### config.mk
export PLATFORM = sky130hd
export DESIGN_NAME = ym6045c_z80_win_arb
export DESIGN_NICKNAME = d
export VERILOG_FILES = /design/src/rtl/ym6045c_z80_win_arb.sv
export SDC_FILE = /design/constraint.sdc
export NUM_CORES = 1
export LEC_CHECK = 0
export CORE_MARGIN = 5
export CORE_UTILIZATION = 27
export CTS_CLUSTER_DIAMETER = 50
export DETAILED_ROUTE_END_ITERATION = 10
export SETUP_SLACK_MARGIN = 0.4
export SKIP_CTS_REPAIR_TIMING = 1
export SLEW_MARGIN = 40
export SYNTH_ARGS = -nofsm -noshare
export SYNTH_HDL_FRONTEND = slang
export SYNTH_SLANG_ARGS = --single-unit
### constraint.sdc
create_clock -name CLK -period 2.98 [get_ports CLK]
set_input_delay 0.745 -clock CLK [delete_from_list [all_inputs] [get_ports CLK]]
set_output_delay 0.745 -clock CLK [all_outputs]
set_load 0.01 [all_outputs]
### src/rtl/ym6045c_z80_win_arb.sv
`timescale 1ns/1ps
// Z80 $8000-$FFFF window onto the 68k bus: serial bank register plus one 68k cycle per access.
// Optional DTACK timeout is compiled in with YM6045C_DTACK_TIMEOUT_EN.
module ym6045c_z80_win_arb #(
    parameter int DTACK_TO = 15,
    parameter int BR_HOLD  = 2
) (
    input  logic        CLK,
    input  logic        RESET_n,
    input  logic        bank_wr,
    input  logic        bank_d0,
    input  logic        win_req,
    input  logic        win_rnw,
    input  logic [14:0] z80_a,
    input  logic        BG_n,
    input  logic        AS_in_n,
    input  logic        BGACK_in_n,
    input  logic        DTACK_n,
    output logic [8:0]  bank,
    output logic        BR_n,
    output logic        BGACK_n,
    output logic        AS_n,
    output logic        RW,
    output logic [22:0] ma,
    output logic        uds_n,
    output logic        lds_n,
    output logic        win_wait_n,
    output logic        to_flag
);
    typedef enum logic [2:0] {S_IDLE, S_REQ, S_OWN, S_STRB, S_END} state_t;

    state_t      state, state_nxt;
    logic [8:0]  bank_lat;
    logic [14:0] a_lat;
    logic        rnw_lat;
    logic [2:0]  hold_cnt;
    logic        hold_ok;
    logic        grant_ok;
    logic        timeout;
    logic        strb_done;

    // Serial bank load: each write shifts D0 in at the top.
    always_ff @(posedge CLK or negedge RESET_n) begin
        if (!RESET_n)
            bank <= '0;
        else if (bank_wr)
            bank <= {bank_d0, bank[8:1]};
    end

    always_ff @(posedge CLK or negedge RESET_n) begin
        if (!RESET_n)
            hold_cnt <= '0;
        else if (state != S_REQ)
            hold_cnt <= '0;
        else if (hold_cnt != 3'd7)
            hold_cnt <= hold_cnt + 3'd1;
    end

    assign hold_ok  = (hold_cnt >= 3'(BR_HOLD - 1));
    assign grant_ok = hold_ok && !BG_n && AS_in_n && BGACK_in_n;

`ifdef YM6045C_DTACK_TIMEOUT_EN
    logic [7:0] to_cnt;

    // STRB is only ever entered from OWN, so clearing there is clearing on entry.
    always_ff @(posedge CLK or negedge RESET_n) begin
        if (!RESET_n)
            to_cnt <= '0;
        else if (state == S_OWN)
            to_cnt <= '0;
        else if (state == S_STRB)
            to_cnt <= to_cnt + 8'd1;
    end

    assign timeout = (state == S_STRB) && ((to_cnt + 8'd1) == 8'(DTACK_TO));

    always_ff @(posedge CLK or negedge RESET_n) begin
        if (!RESET_n)
            to_flag <= 1'b0;
        else if (timeout && DTACK_n)
            to_flag <= 1'b1;
    end
`else
    assign timeout = 1'b0;
    assign to_flag = 1'b0;
`endif

    assign strb_done = !DTACK_n || timeout;

    always_ff @(posedge CLK or negedge RESET_n) begin
        if (!RESET_n)
            state <= S_IDLE;
        else
            state <= state_nxt;
    end

    always_comb begin
        state_nxt = state;
        case (state)
            S_IDLE:  if (win_req)   state_nxt = S_REQ;
            S_REQ:   if (grant_ok)  state_nxt = S_OWN;
            S_OWN:                  state_nxt = S_STRB;
            S_STRB:  if (strb_done) state_nxt = S_END;
            S_END:   if (!win_req)  state_nxt = S_IDLE;
            default:                state_nxt = S_IDLE;
        endcase
    end

    // Bus-side outputs are registered and change on the transition that enters each state.
    always_ff @(posedge CLK or negedge RESET_n) begin
        if (!RESET_n) begin
            bank_lat   <= '0;
            a_lat      <= '0;
            rnw_lat    <= 1'b1;
            BR_n       <= 1'b1;
            BGACK_n    <= 1'b1;
            AS_n       <= 1'b1;
            uds_n      <= 1'b1;
            lds_n      <= 1'b1;
            RW         <= 1'b1;
            ma         <= '0;
            win_wait_n <= 1'b1;
        end else begin
            case (state)
                S_IDLE: if (win_req) begin
                    bank_lat   <= bank;
                    a_lat      <= z80_a;
                    rnw_lat    <= win_rnw;
                    win_wait_n <= 1'b0;
                    BR_n       <= 1'b0;
                end
                S_REQ: if (grant_ok) begin
                    BGACK_n <= 1'b0;
                    ma      <= {bank_lat, a_lat[14:1]};
                    RW      <= rnw_lat;
                end
                S_OWN: begin
                    BR_n  <= 1'b1;
                    AS_n  <= 1'b0;
                    uds_n <= a_lat[0];
                    lds_n <= !a_lat[0];
                end
                S_STRB: if (strb_done) begin
                    AS_n       <= 1'b1;
                    uds_n      <= 1'b1;
                    lds_n      <= 1'b1;
                    win_wait_n <= 1'b1;
                end
                S_END: if (!win_req) begin
                    BGACK_n <= 1'b1;
                    RW      <= 1'b1;
                end
                default: ;
            endcase
        end
    end
endmodule
### Word-level counts from Yosys, hierarchy flattened

Cells that the tools add are included.

| storage, ports and cells | value |
|---|---|
| bits in registers | 70 |
| output and inout bits | 40 |
| bits of input ports | 25 |

| cells by class | value |
|---|---|
| eq/ne operators | 10 |
| mux-type cells | 19 |
| order comparisons | 1 |
| reduce and logical (&&, ||, !) cells | 18 |
| add/sub/neg operators | 1 |

Operators with widths:

| operator | number |
|---|---|
| $mux W3 | 6 |
| $pmux W3 S5 | 1 |
| $pmux W1 S2 | 7 |
| $reduce_bool A2 Y1 | 5 |
| $ne A2 B2 Y1 const B | 4 |
| $reduce_and A2 Y1 | 4 |
| $eq A3 B2 Y1 const B | 2 |
| $reduce_and A3 Y1 | 2 |
| $mux W1 | 5 |
| $reduce_and A4 Y1 | 1 |
| $add A3 B1 Y3 const B | 1 |
| $eq A3 B1 Y1 const B | 1 |
| $eq A3 B3 Y1 const B | 1 |
| $ge A3 B1 Y1 const B | 1 |
| $logic_and A1 B1 Y1 | 3 |
| $logic_not A3 Y1 | 1 |
| $ne A3 B1 Y1 const B | 1 |
| $ne A3 B3 Y1 const B | 1 |
| $logic_not A1 Y1 | 2 |

### Depth between registers and ports, before layout

Gate-level depths: netlist of run 1.

| depth | value |
|---|---|
| word-level depth | 6 |
| mapped depth | 6 |

### Worst setup path after synthesis of run 1

Ideal clock, no wire load.

| timing | value |
|---|---|
| kind | input to register |
| from | in BG_n |
| to | reg ma[15] |
| setup slack | 1064 ps |
| required time | 2855 ps |
| buffers on the path | 1 |
| data arrival time | 1792 ps |
| stages on the path | 4 |
| cell sequence | nand3b_1 nor3_4 buf_6 mux2_2 |

| on the way | value |
|---|---|
| cells in the longest elaborated chain, start to end | 5 |

RTL lines:

| item | line | RTL |
|---|---|---|
| start, declared | 15 | `input logic BG_n,` |
| $logic_not A1 Y1 | 60 | `assign grant_ok = hold_ok && !BG_n && AS_in_n && BGACK_in_n;` |
| $logic_and A1 B1 Y1 (3 in series) | 60 |  |
| $reduce_and A2 Y1 (no line) | - |  |
| end signal, assigned | 134 | `ma <= {bank_lat, a_lat[14:1]};` |
| end, declared | 24 | `output logic [22:0] ma,` |

No other way between the ends.
A chain may end at the register's enable or synchronous reset.

### Worst setup path after layout of run 1

| timing | value |
|---|---|
| from | reg win_wait_n |
| to | out win_wait_n |

RTL lines:

| item | line | RTL |
|---|---|---|
| start, declared | 27 | `output logic win_wait_n,` |
| start signal, assigned | 122 | `win_wait_n <= 1'b1;` |
| start signal, assigned | 129 | `win_wait_n <= 1'b0;` |
| start signal, assigned | 147 | `win_wait_n <= 1'b1;` |

No word-level cell between the ends.

==> metrics.md, run 1 <==
| Metric | Value |
|---|---|
| Time the worst path needs with I/O delays and setup | around 2.2 ns |
| Worst hold path class | in2async |
| Leading cell types by total area after synthesis | sky130_fd_sc_hd__dfrtp_1 (56%), sky130_fd_sc_hd__mux2_2 (19%), sky130_fd_sc_hd__dfstp_2 (7.6%) |
| Mean number of vias per cell | 4.21 |
| PortBufs | 63 |
| Share of the clock period used by the worst path | about 72% |
| Final weighted congestion in routability-driven placement | between 0.6 and 0.7 |
| Placed wire-length estimate after detailed placement | between 3000 and 4000 microns |
| Post-synthesis to final-layout area growth | 34.0% |
| Reg area | roughly 0.0018 sq mm |
| Required time of the critical path | 2.24 ns |
| Post-route antenna net violation count | 0 |
| Ratio of cells with drive above 1 in the final layout | between 20% and 30% |
| Root buffer cell | sky130_fd_sc_hd__clkbuf_8 |
| Leak pwr | ~0.0015 uW |
| Number of antenna violations at the first check in global routing | 0 |
| Avg Synthesized Cell Area | approximately 15 sq um |
| Clock skew after layout | around 0.009 ns |
| Area of the die | about 0.012 sq mm |
| Sink count of the clock tree | 70 |
| Library cells used by synthesis | 33 |
| Starting Density | a little over a quarter |
| CTS Buffer Depth | 2 |
| CTS tree | yes |
| Syn Std Cell Area | 0.00278 sq mm |
| Chain of cells forming the critical path | clkdlybuf4s50_1 |
| H-Tree Level Count | 3 |
| Max Clk Rate | 0.464 GHz |
| Number of search-and-repair iterations in the first detailed-routing pass | 4 |
| Global-route wire length before repair | around 9300 microns |
| Unrepaired setup endpoints after global routing | no |
| Die height | between 100 and 150 microns |
| Commonest cells after routing, fill and taps aside | sky130_fd_sc_hd__dfrtp_1 (62), sky130_fd_sc_hd__clkdlybuf4s50_1 (62), sky130_fd_sc_hd__mux2_2 (47) |
| X dimension of the die | roughly 110 microns |
| Peak fanout along the critical path | 3 |
| Gate count after technology mapping | 183 |
| Data arrival time at the worst-slack endpoint | 1.41 ns |
| Area share of the largest cell type after synthesis | 55.7% |
| Number of warnings issued by yosys | 0 |
| CTS Buf Count | 9 |
| Via count of the first global-routing pass | between 1.5k and 2k |
| Post-Place Cells | ~380 |
| DRT iter0 DRCs | 33 |
| Delay contributed by the slowest stage of the critical path | approximately 0.55 ns |
| IO Pins | 65 |
| Final setup TNS | 0 ns |
| Total power | roughly 3700 uW |
| Slew of the pin with the lowest slew margin | around 0.63 ns |
| Detailed-route DRC error count | 0 |
| Number of rows in the core area | 37 |
| Slew Limit Fails | 0 |
| Relative slew slack | ~58% |
| Antenna diodes | 0 |
| Clock transition at the register clock pins on the worst setup and hold paths after CTS | approximately 0.07 ns |
| Post-detailed-routing wire length | between 5000 and 6000 microns |
| Largest net degree at the start of global routing | 71 |
| Number of nets produced by synthesis | 211 |
| Final-report setup violation count | 0 |
| Critical Path Source Type | register |
| Worst ir drop on vdd | 376 uV |
| WS Path Type | reg2out |
| All-Layer GR Usage | 9.36% |
| Post-synthesis sequential area ratio | between 60% and 70% |
| Max-cap violations | 0 |
| Area taken by multi-input logic gates | around 950 sq um |
| Vias post-DR | 1652 |
| Average detailed-routed wire length per instance | roughly 14 microns |
| Source-to-sink clock delay at the later pin of the worst-skew pair | between 0.3 and 0.4 ns |
| CP bufs+invs | 1 |
| Status | completed |
| Final Instance Count excl. Fillers | roughly 390 |
| Final Net Count | approximately 280 |
| Core ar. | 0.0102 sq mm |
| Critical-path cell with the highest stage delay | sky130_fd_sc_hd__dfstp_2 |
| Post-synthesis sequential element count | 70 |
| Power per Cell Area | 989 mW/mm^2 |
| Total congestion overflow | 0 |
| Number of fill cells | 1002 |
| CP Capture Type | output port |
| Crit path max-delay family | flip-flops |
| Biggest area consumer among synthesized cells | sky130_fd_sc_hd__dfrtp_1 |
| Final Hold Violating Endpoints | 0 |
-- power by group --
part	switching (uW)	internal (uW)	total, uW	leakage, uW
sequential	268	1410	1680	0.000837
clock	337	385	723	0.0000904
combinational	471	818	1290	0.000622
total	1080	2610	3690	0.00155
-- area by class of cell --
class / count / share of cell area [%]
sequential: 70 / 47.2
multi-input combinational: 102 / 25.6
timing repair buffer: 66 / 17.5
tap: 136 / 4.56
clock buffer: 12 / 3.62
clock inverter: 4 / 1.27
inverter: 2 / 0.201
-- final timing paths --
path                       depth (start not counted)  slack (ns)                 end              startpoint
min                                                1        0.41  ma[20]$_DFFE_PN0P_                 RESET_n
min in group CLK                                   1        0.47   lds_n$_DFFE_PN1P_    a_lat[0]$_DFFE_PN0P_
min reg2reg                                        1        0.47   lds_n$_DFFE_PN1P_    a_lat[0]$_DFFE_PN0P_
max reg2reg                                        4        0.96  ma[15]$_DFFE_PN0P_    state[2]$_DFFE_PN0P_
max                                                1        0.82          win_wait_n  win_wait_n$_DFFE_PN1P_
max in group asynchronous                          1        2.12   ma[6]$_DFFE_PN0P_                 RESET_n
-- per-layer routing --
layer	vias up	share of wire (%)	GRT usage, %
met5	-	0	0
li1	772	-	-
met4	0	1.6	4.38
met3	9	4.3	3.26
met2	35	49	14.4
met1	836	45	11.9
-- flip-flops by register name, indices dropped and copies added, names as in the netlist --
| signal | count |
|---|---|
| AS_n | 1 |
| BGACK_n | 1 |
| BR_n | 1 |
| RW | 1 |
| a_lat | 15 |
| bank | 9 |
| bank_lat | 9 |
| hold_cnt | 3 |
| lds_n | 1 |
| ma | 23 |
| rnw_lat | 1 |
| state | 3 |
| uds_n | 1 |
| win_wait_n | 1 |
-- synthesized netlist by cell type (all sizes together) --
master / instances
or3b: 1
nor4b: 1
inv: 2
o22a: 1
a2bb2oi: 1
nand2: 3
nor3b: 1
dfstp: 8
conb: 1
o21a: 1
nand2b: 4
xor2: 1
mux2: 57
nor3: 3
mux2i: 2
ha: 3
o21ai: 1
nand3b: 1
o22ai: 2
or4b: 1
o21bai: 1
a21o: 1
clkbuf: 1
dfrtp: 62
a21oi: 3
nor2: 11
buf: 8
a22o: 1
-- cell families after synthesis --
group | count (synthesis) | synth area share [%]
multiplexers | 59 | 23.8
adder cells (fa/ha/maj) | 3 | 1.35
flip-flops | 70 | 63.3
AND/OR/NAND/NOR | 26 | 5.53
other | 1 | 0.135
AO/OA/AOI/OAI | 12 | 2.92
buffers and inverters | 11 | 2.70
XOR/XNOR | 1 | 0.315
-- stage by stage --
step | setup slack [ns] | instance area [sq um] | utilization [%] | hold WS (ns)
global placement | 0.547 | 3540 | 34.8 | 0.430
floorplan | 1.06 | 2780 | - | 0.402
detailed placement | 0.532 | 3550 | 34.8 | 0.461
CTS | 0.786 | 3730 | 36.6 | 0.419
global route | 0.758 | 3730 | 36.6 | 0.447
finish | 0.823 | 3730 | 36.6 | 0.412
(Power assumes the default switching activity.)
==> run 2, diff against run 1 <==
==> constraint.sdc (replaced) <==
create_clock -name CLK -period 2.2 [get_ports CLK]
set_input_delay 0.55 -clock CLK [delete_from_list [all_inputs] [get_ports CLK]]
set_output_delay 0.55 -clock CLK [all_outputs]
set_load 0.01 [all_outputs]
==> metrics.md, run 2 (synthesis gave the netlist of run 1 again) <==
| Metric | Value |
|---|---|
| Source-to-sink clock delay at the later pin of the worst-skew pair | 0.34 ns (was 0.33 ns) |
| Final Hold Violating Endpoints | 0 (unchanged) |
| Mean number of vias per cell | 4.31 (was 4.21) |
| Largest register by flop count | ma (unchanged) |
| Clock skew after layout | 0.0145 ns (was 0.00902 ns) |
| Global-route wire length before repair | 9470 microns (was 9320 microns) |
| CP bufs+invs | 2 (was 1) |
| Starting Density | 27.3% (unchanged) |
| Delay contributed by the slowest stage of the critical path | 0.42 ns (was 0.55 ns) |
| Chain of cells forming the critical path | or3b_4 > nor3_4 > buf_12 > clkbuf_16 > mux2_4 (was clkdlybuf4s50_1) |
| Max Clk Rate | 0.565 GHz |
| Largest net degree at the start of global routing | 71 (unchanged) |
| Number of search-and-repair iterations in the first detailed-routing pass | 4 (unchanged) |
| Sink count of the clock tree | 70 (unchanged) |
| IO Pins | 65 (unchanged) |
| CTS tree | yes (unchanged) |
| Final Net Count | 290 (was 279) |
| Placed wire-length estimate after detailed placement | 3770 microns (was 3660 microns) |
| Leak pwr | 0.00212 uW (was 0.00155 uW) |
| All-Layer GR Usage | 9.57% (was 9.36%) |
| Time the worst path needs with I/O delays and setup | 1.77 ns |
| Antenna diodes | 0 (unchanged) |
| Number of rows in the core area | 37 (unchanged) |
| H-Tree Level Count | 3 (unchanged) |
| WS Path Type | reg2reg (was reg2out) |
| Max-cap violations | 0 (unchanged) |
| Design Area, Final | 0.00405 sq mm (was 0.00373 sq mm) |
| Post-synthesis to final-layout area growth | 45.5% (was 34.0%) |
| Setup slack after layout | 0.431 ns (was 0.823 ns) |
| Minimum hold slack | 0.226 ns (was 0.412 ns) |
| Crit path max-delay family | simple AND/OR/NAND/NOR gates (was flip-flops) |
| Unrepaired setup endpoints after global routing | no (unchanged) |
| Largest register FFs | 23 (unchanged) |
| Peak fanout along the critical path | 10 (was 3) |
| Worst ir drop on vdd | 352 uV (was 376 uV) |
| Via count of the first global-routing pass | 1905 (was 1802) |
| Area of the die | 0.0124 sq mm (unchanged) |
| Pre-CTS setup slack | -0.00623 ns (was 0.532 ns) |
| Data arrival time at the worst-slack endpoint | 1.99 ns (was 1.41 ns) |
| End-of-flow core utilization | 39.8% (was 36.6%) |
| Power per Cell Area | 1250 mW/mm^2 (was 989 mW/mm^2) |
| Placed cell area | 0.00366 sq mm (was 0.00355 sq mm) |
| Detailed-route DRC error count | 0 (unchanged) |
| Core ar. | 0.0102 sq mm (unchanged) |
| X dimension of the die | 112 microns (unchanged) |
| Worst hold path class | in2async (unchanged) |
| Average detailed-routed wire length per instance | 14.3 microns (was 13.8 microns) |
| PortBufs | 63 (unchanged) |
| DRT iter0 DRCs | 37 (was 33) |
| CP Capture Type | register (was output port) |
| Die height | 112 microns (unchanged) |
| Status | completed (unchanged) |
| Commonest non-fill, non-tap cell in the layout | sky130_fd_sc_hd__dfrtp_1 |
| Clock transition at the register clock pins on the worst setup and hold paths after CTS | 0.08 ns (was 0.07 ns) |
| Critical Path Source Type | register (unchanged) |
| Share of the clock period used by the worst path | between 80% and 90% |
| Commonest cells after routing, fill and taps aside | sky130_fd_sc_hd__dfrtp_1 (62), sky130_fd_sc_hd__dlymetal6s2s_1 (42), sky130_fd_sc_hd__mux2_2 (38) (was sky130_fd_sc_hd__dfrtp_1 (62), sky130_fd_sc_hd__clkdlybuf4s50_1 (62), sky130_fd_sc_hd__mux2_2 (47)) |
| Post-detailed-routing wire length | 5770 microns (was 5420 microns) |
| Final weighted congestion in routability-driven placement | 0.694 (was 0.670) |
| Post-route antenna net violation count | 0 (unchanged) |
| Total congestion overflow | 0 (unchanged) |
| Critical-path cell with the highest stage delay | sky130_fd_sc_hd__or3b_4 (was sky130_fd_sc_hd__dfstp_2) |
| Number of antenna violations at the first check in global routing | 0 (unchanged) |
| Regs by FF count | ma (23), a_lat (15) (unchanged) |
| Vias post-DR | 1735 (was 1652) |
| Ratio of cells with drive above 1 in the final layout | 36.3% (was 29.7%) |
| Final-report setup violation count | 0 (unchanged) |
| Required time of the critical path | 2.42 ns (was 2.24 ns) |
| Root buffer cell | sky130_fd_sc_hd__clkbuf_8 (unchanged) |
| CTS Buffer Depth | 2 (unchanged) |
| CTS Buf Count | 9 (unchanged) |
| Slew Limit Fails | 0 (unchanged) |
## run 2: through the flow
step	power, uW	TNS (ns)	cells
3_5_place_dp	4210	-0.0186	382
3_3_place_gp	4150	0	382
5_1_grt	5450	0	403
6_report	5070	0	403
4_1_cts	5130	0	398
2_1_floorplan	3270	0	183
## run 2: final cells by class
cell class                      instances  area (sq um)
Clock inverter                          6          40.0
Inverter                                2          7.51
Tap cell                              136           170
Clock buffer                           10           128
Sequential cell                        70          1760
Fill cell                             993          6130
Timing Repair Buffer                   77           925
Multi-Input combinational cell        102          1020
## run 2: where the power goes
| part | internal, uW | total [uW] | leakage, uW | switching (uW) |
|---|---|---|---|---|
| Combinational | 1230 | 1940 | 0.00120 | 714 |
| Sequential | 1910 | 2240 | 0.000837 | 325 |
| Clock | 407 | 891 | 0.0000860 | 484 |
## run 2: path summary, 6_finish.rpt
kind	slack (ns)	endpoint	startpoint	cells past startpoint
max	0.43	ma[19]$_DFFE_PN0P_	state[2]$_DFFE_PN0P_	5
min	0.23	bank_lat[8]$_DFFE_PN0P_	RESET_n	2
max reg2reg	0.43	ma[19]$_DFFE_PN0P_	state[2]$_DFFE_PN0P_	5
min reg2reg	0.46	lds_n$_DFFE_PN1P_	a_lat[0]$_DFFE_PN0P_	1
max in group asynchronous	1.65	win_wait_n$_DFFE_PN1P_	RESET_n	2
min in group CLK	0.46	lds_n$_DFFE_PN1P_	a_lat[0]$_DFFE_PN0P_	1
## run 2: routing by layer
layer / track usage (%) / vias to the layer above / share of wire, %
li1: - / 799 / -
met1: 11.3 / 891 / 43
met2: 15.6 / 36 / 51
met3: 3.97 / 9 / 4.9
met4: 3.65 / 0 / 1.4
met5: 0 / - / 0
## run 2: worst reg2reg max path, cell delays in order, from the launching register on
cell and delay, ns:
sky130_fd_sc_hd__dfrtp_1 0.39, sky130_fd_sc_hd__or3b_4 0.42, sky130_fd_sc_hd__nor3_4 0.22, sky130_fd_sc_hd__buf_12 0.15, sky130_fd_sc_hd__clkbuf_16 0.17, sky130_fd_sc_hd__mux2_4 0.30
==> run 3, diff against run 2 <==
==> constraint.sdc (replaced) <==
create_clock -name CLK -period 1.57 [get_ports CLK]
set_input_delay 0.3925 -clock CLK [delete_from_list [all_inputs] [get_ports CLK]]
set_output_delay 0.3925 -clock CLK [all_outputs]
set_load 0.01 [all_outputs]
==> metrics.md, run 3 (synthesis gave the netlist of run 1 again) <==
| Metric | Value |
|---|---|
| Die height | 112 microns (unchanged) |
| Power per Cell Area | 1920 mW/mm^2 (was 1250 mW/mm^2) |
| Status | finished with violations (was completed) |
| Clock skew after layout | 0.00906 ns (was 0.0145 ns) |
| Global-route wire length before repair | 8910 microns (was 9470 microns) |
| CTS Buffer Depth | 2 (unchanged) |
| Critical Path Source Type | register (unchanged) |
| Share of the clock period used by the worst path | 106% (was 80.4%) |
| Slew Limit Fails | 0 (unchanged) |
| Post-synthesis to final-layout area growth | 59.2% (was 45.5%) |
| Vias post-DR | 1879 (was 1735) |
| Number of search-and-repair iterations in the first detailed-routing pass | 4 (unchanged) |
| Clock transition at the register clock pins on the worst setup and hold paths after CTS | 0.08 ns (about the same) |
| Largest register FFs | 23 (unchanged) |
| Antenna diodes | 0 (unchanged) |
| Largest register by flop count | ma (unchanged) |
| Met3 Resource Use GR | 3.91% (was 3.97%) |
| Met2 global-route usage | 14.3% (was 15.6%) |
| Sink count of the clock tree | 70 (unchanged) |
| Leak pwr | 0.00206 uW (was 0.00212 uW) |
| Final weighted congestion in routability-driven placement | 0.690 (was 0.694) |
| Busiest layer in global routing | met2 (unchanged) |
| Worst Reg2Reg Path Length in Cells | 5 (unchanged) |
| Reg2reg setup slack | -0.09 ns (was 0.43 ns) |
| Time the worst path needs with I/O delays and setup | 1.66 ns (was 1.77 ns) |
| Data arrival time at the worst-slack endpoint | 1.89 ns (was 1.99 ns) |
| Number of rows in the core area | 37 (unchanged) |
| Design Area, Final | 0.00443 sq mm (was 0.00405 sq mm) |
| Commonest cells after routing, fill and taps aside | sky130_fd_sc_hd__dfrtp_1 (62), sky130_fd_sc_hd__mux2_4 (48), sky130_fd_sc_hd__buf_4 (32) (was sky130_fd_sc_hd__dfrtp_1 (62), sky130_fd_sc_hd__dlymetal6s2s_1 (42), sky130_fd_sc_hd__mux2_2 (38)) |
| IO Pins | 65 (unchanged) |
| RR Endpoint | ma[4]$_DFFE_PN0P_ (was ma[19]$_DFFE_PN0P_) |
| Worst ir drop on vdd | 640 uV (was 352 uV) |
| Unrepaired setup endpoints after global routing | yes (was no) |
| Root buffer cell | sky130_fd_sc_hd__clkbuf_8 (unchanged) |
| Mean number of vias per cell | 4.29 (was 4.31) |
| Final Hold Violating Endpoints | 0 (unchanged) |
| CTS tree | yes (unchanged) |
| WS Path Type | reg2reg (unchanged) |
| Placed wire-length estimate after detailed placement | 3860 microns (was 3770 microns) |
| Final Net Count | 325 (was 290) |
| Number of antenna violations at the first check in global routing | 0 (unchanged) |
| Area of the die | 0.0124 sq mm (unchanged) |
| Minimum hold slack | 0.426 ns (was 0.226 ns) |
| Total congestion overflow | 0 (unchanged) |
| Regs by FF count | ma (23), a_lat (15) (unchanged) |
| PortBufs | 63 (unchanged) |
| CTS Buf Count | 9 (unchanged) |
| Detailed-route DRC error count | 0 (unchanged) |
| DRT iter0 DRCs | 38 (was 37) |
| Required time of the critical path | 1.80 ns (was 2.42 ns) |
| Commonest non-fill, non-tap cell in the layout | sky130_fd_sc_hd__dfrtp_1 (unchanged) |
| Average detailed-routed wire length per instance | 15.2 microns (was 14.3 microns) |
| Ratio of cells with drive above 1 in the final layout | 62.9% (was 36.3%) |
| Post-route antenna net violation count | 0 (unchanged) |
| GR Layer Usage met1 | 11.1% (was 11.3%) |
| CP Capture Type | register (unchanged) |
| Final-report setup violation count | 40 (was 0) |
| Worst hold path class | in2async (unchanged) |
| All-Layer GR Usage | 9.10% (was 9.57%) |
| X dimension of the die | 112 microns (unchanged) |
| Largest net degree at the start of global routing | 39 (was 71) |
| Post-detailed-routing wire length | 6640 microns (was 5770 microns) |
| Max Clk Rate | 0.602 GHz (was 0.565 GHz) |
| Launch point of the worst reg-to-reg path | state[2]$_DFFE_PN0P_ (unchanged) |
| Violated checks | negative setup slack |
| Starting Density | 27.3% (unchanged) |
| Setup slack after layout | -0.0922 ns (was 0.431 ns) |
| Placed cell area | 0.00372 sq mm (was 0.00366 sq mm) |
| H-Tree Level Count | 3 (unchanged) |
| Peak fanout along the critical path | 6 (was 10) |
| Via count of the first global-routing pass | 1769 (was 1905) |
| Max-cap violations | 0 (unchanged) |
| Core ar. | 0.0102 sq mm (unchanged) |
| Source-to-sink clock delay at the later pin of the worst-skew pair | 0.34 ns (about the same) |
==> run 3: layout make-up <==
| type | instances | area [sq um] |
|---|---|---|
| fillers | 979 | 5750 |
| flip-flops and latches | 70 | 1760 |
| multi-input cells | 102 | 1250 |
| repair buffers | 112 | 1020 |
| well taps | 136 | 170 |
| clock buffers | 10 | 138 |
| clock inverters | 6 | 85.1 |
| inverters | 2 | 7.51 |
==> run 3: power breakdown <==
group | total [uW] | internal, uW | switching, uW
combinational | 3670 | 2370 | 1300
sequential | 3210 | 2680 | 527
clock | 1610 | 932 | 681
total | 8490 | 5980 | 2510
==> run 3: routing by layer <==
| metal | up-vias | share of wire [%] |
|---|---|---|
| met2 | 35 | 49 |
| li1 | 865 | - |
| met4 | 0 | 1.1 |
| met5 | - | 0 |
| met3 | 10 | 3.9 |
| met1 | 969 | 46 |
==> run 3: worst max-delay path, cell delays in order (launching register included) <==
cell	delay, ns
sky130_fd_sc_hd__dfrtp_1	0.38
sky130_fd_sc_hd__or3b_4	0.41
sky130_fd_sc_hd__nor3_4	0.15
sky130_fd_sc_hd__buf_12	0.15
sky130_fd_sc_hd__clkbuf_16	0.16
sky130_fd_sc_hd__mux2_4	0.29
==> run 3: worst max-delay path by stage <==
| stage | from | to | slack [ns] | cells past startpoint |
|---|---|---|---|---|
| after CTS | win_wait_n$_DFFE_PN1P_ | win_wait_n | -0.27 | 1 |
| after global routing | hold_cnt[1]$_DFFE_PN0P_ | ma[11]$_DFFE_PN0P_ | -0.18 | 7 |
| after detailed placement | BG_n | ma[8]$_DFFE_PN0P_ | -0.46 | 5 |
| after floorplan | state[1]$_DFFE_PN0P_ | ma[15]$_DFFE_PN0P_ | -0.28 | 5 |
| after global placement | BG_n | ma[0]$_DFFE_PN0P_ | -0.46 | 5 |
| final | state[2]$_DFFE_PN0P_ | ma[4]$_DFFE_PN0P_ | -0.09 | 5 |
==> run 3: stage by stage <==
| stage | TNS (ns) | setup WS [ns] | power, uW | util [%] | instances |
|---|---|---|---|---|---|
| 2_1_floorplan | -8.04 | -0.278 | 4590 | - | 183 |
| 3_5_place_dp | -19.10 | -0.464 | 5960 | 36.5 | 389 |
| 4_1_cts | -9.33 | -0.267 | 7600 | 38.7 | 405 |
| 6_report | -2.24 | -0.0922 | 8490 | 43.5 | 438 |
| 5_1_grt | -4.96 | -0.177 | 8970 | 43.5 | 438 |
| 3_3_place_gp | -19.03 | -0.462 | 5910 | 36.5 | 389 |
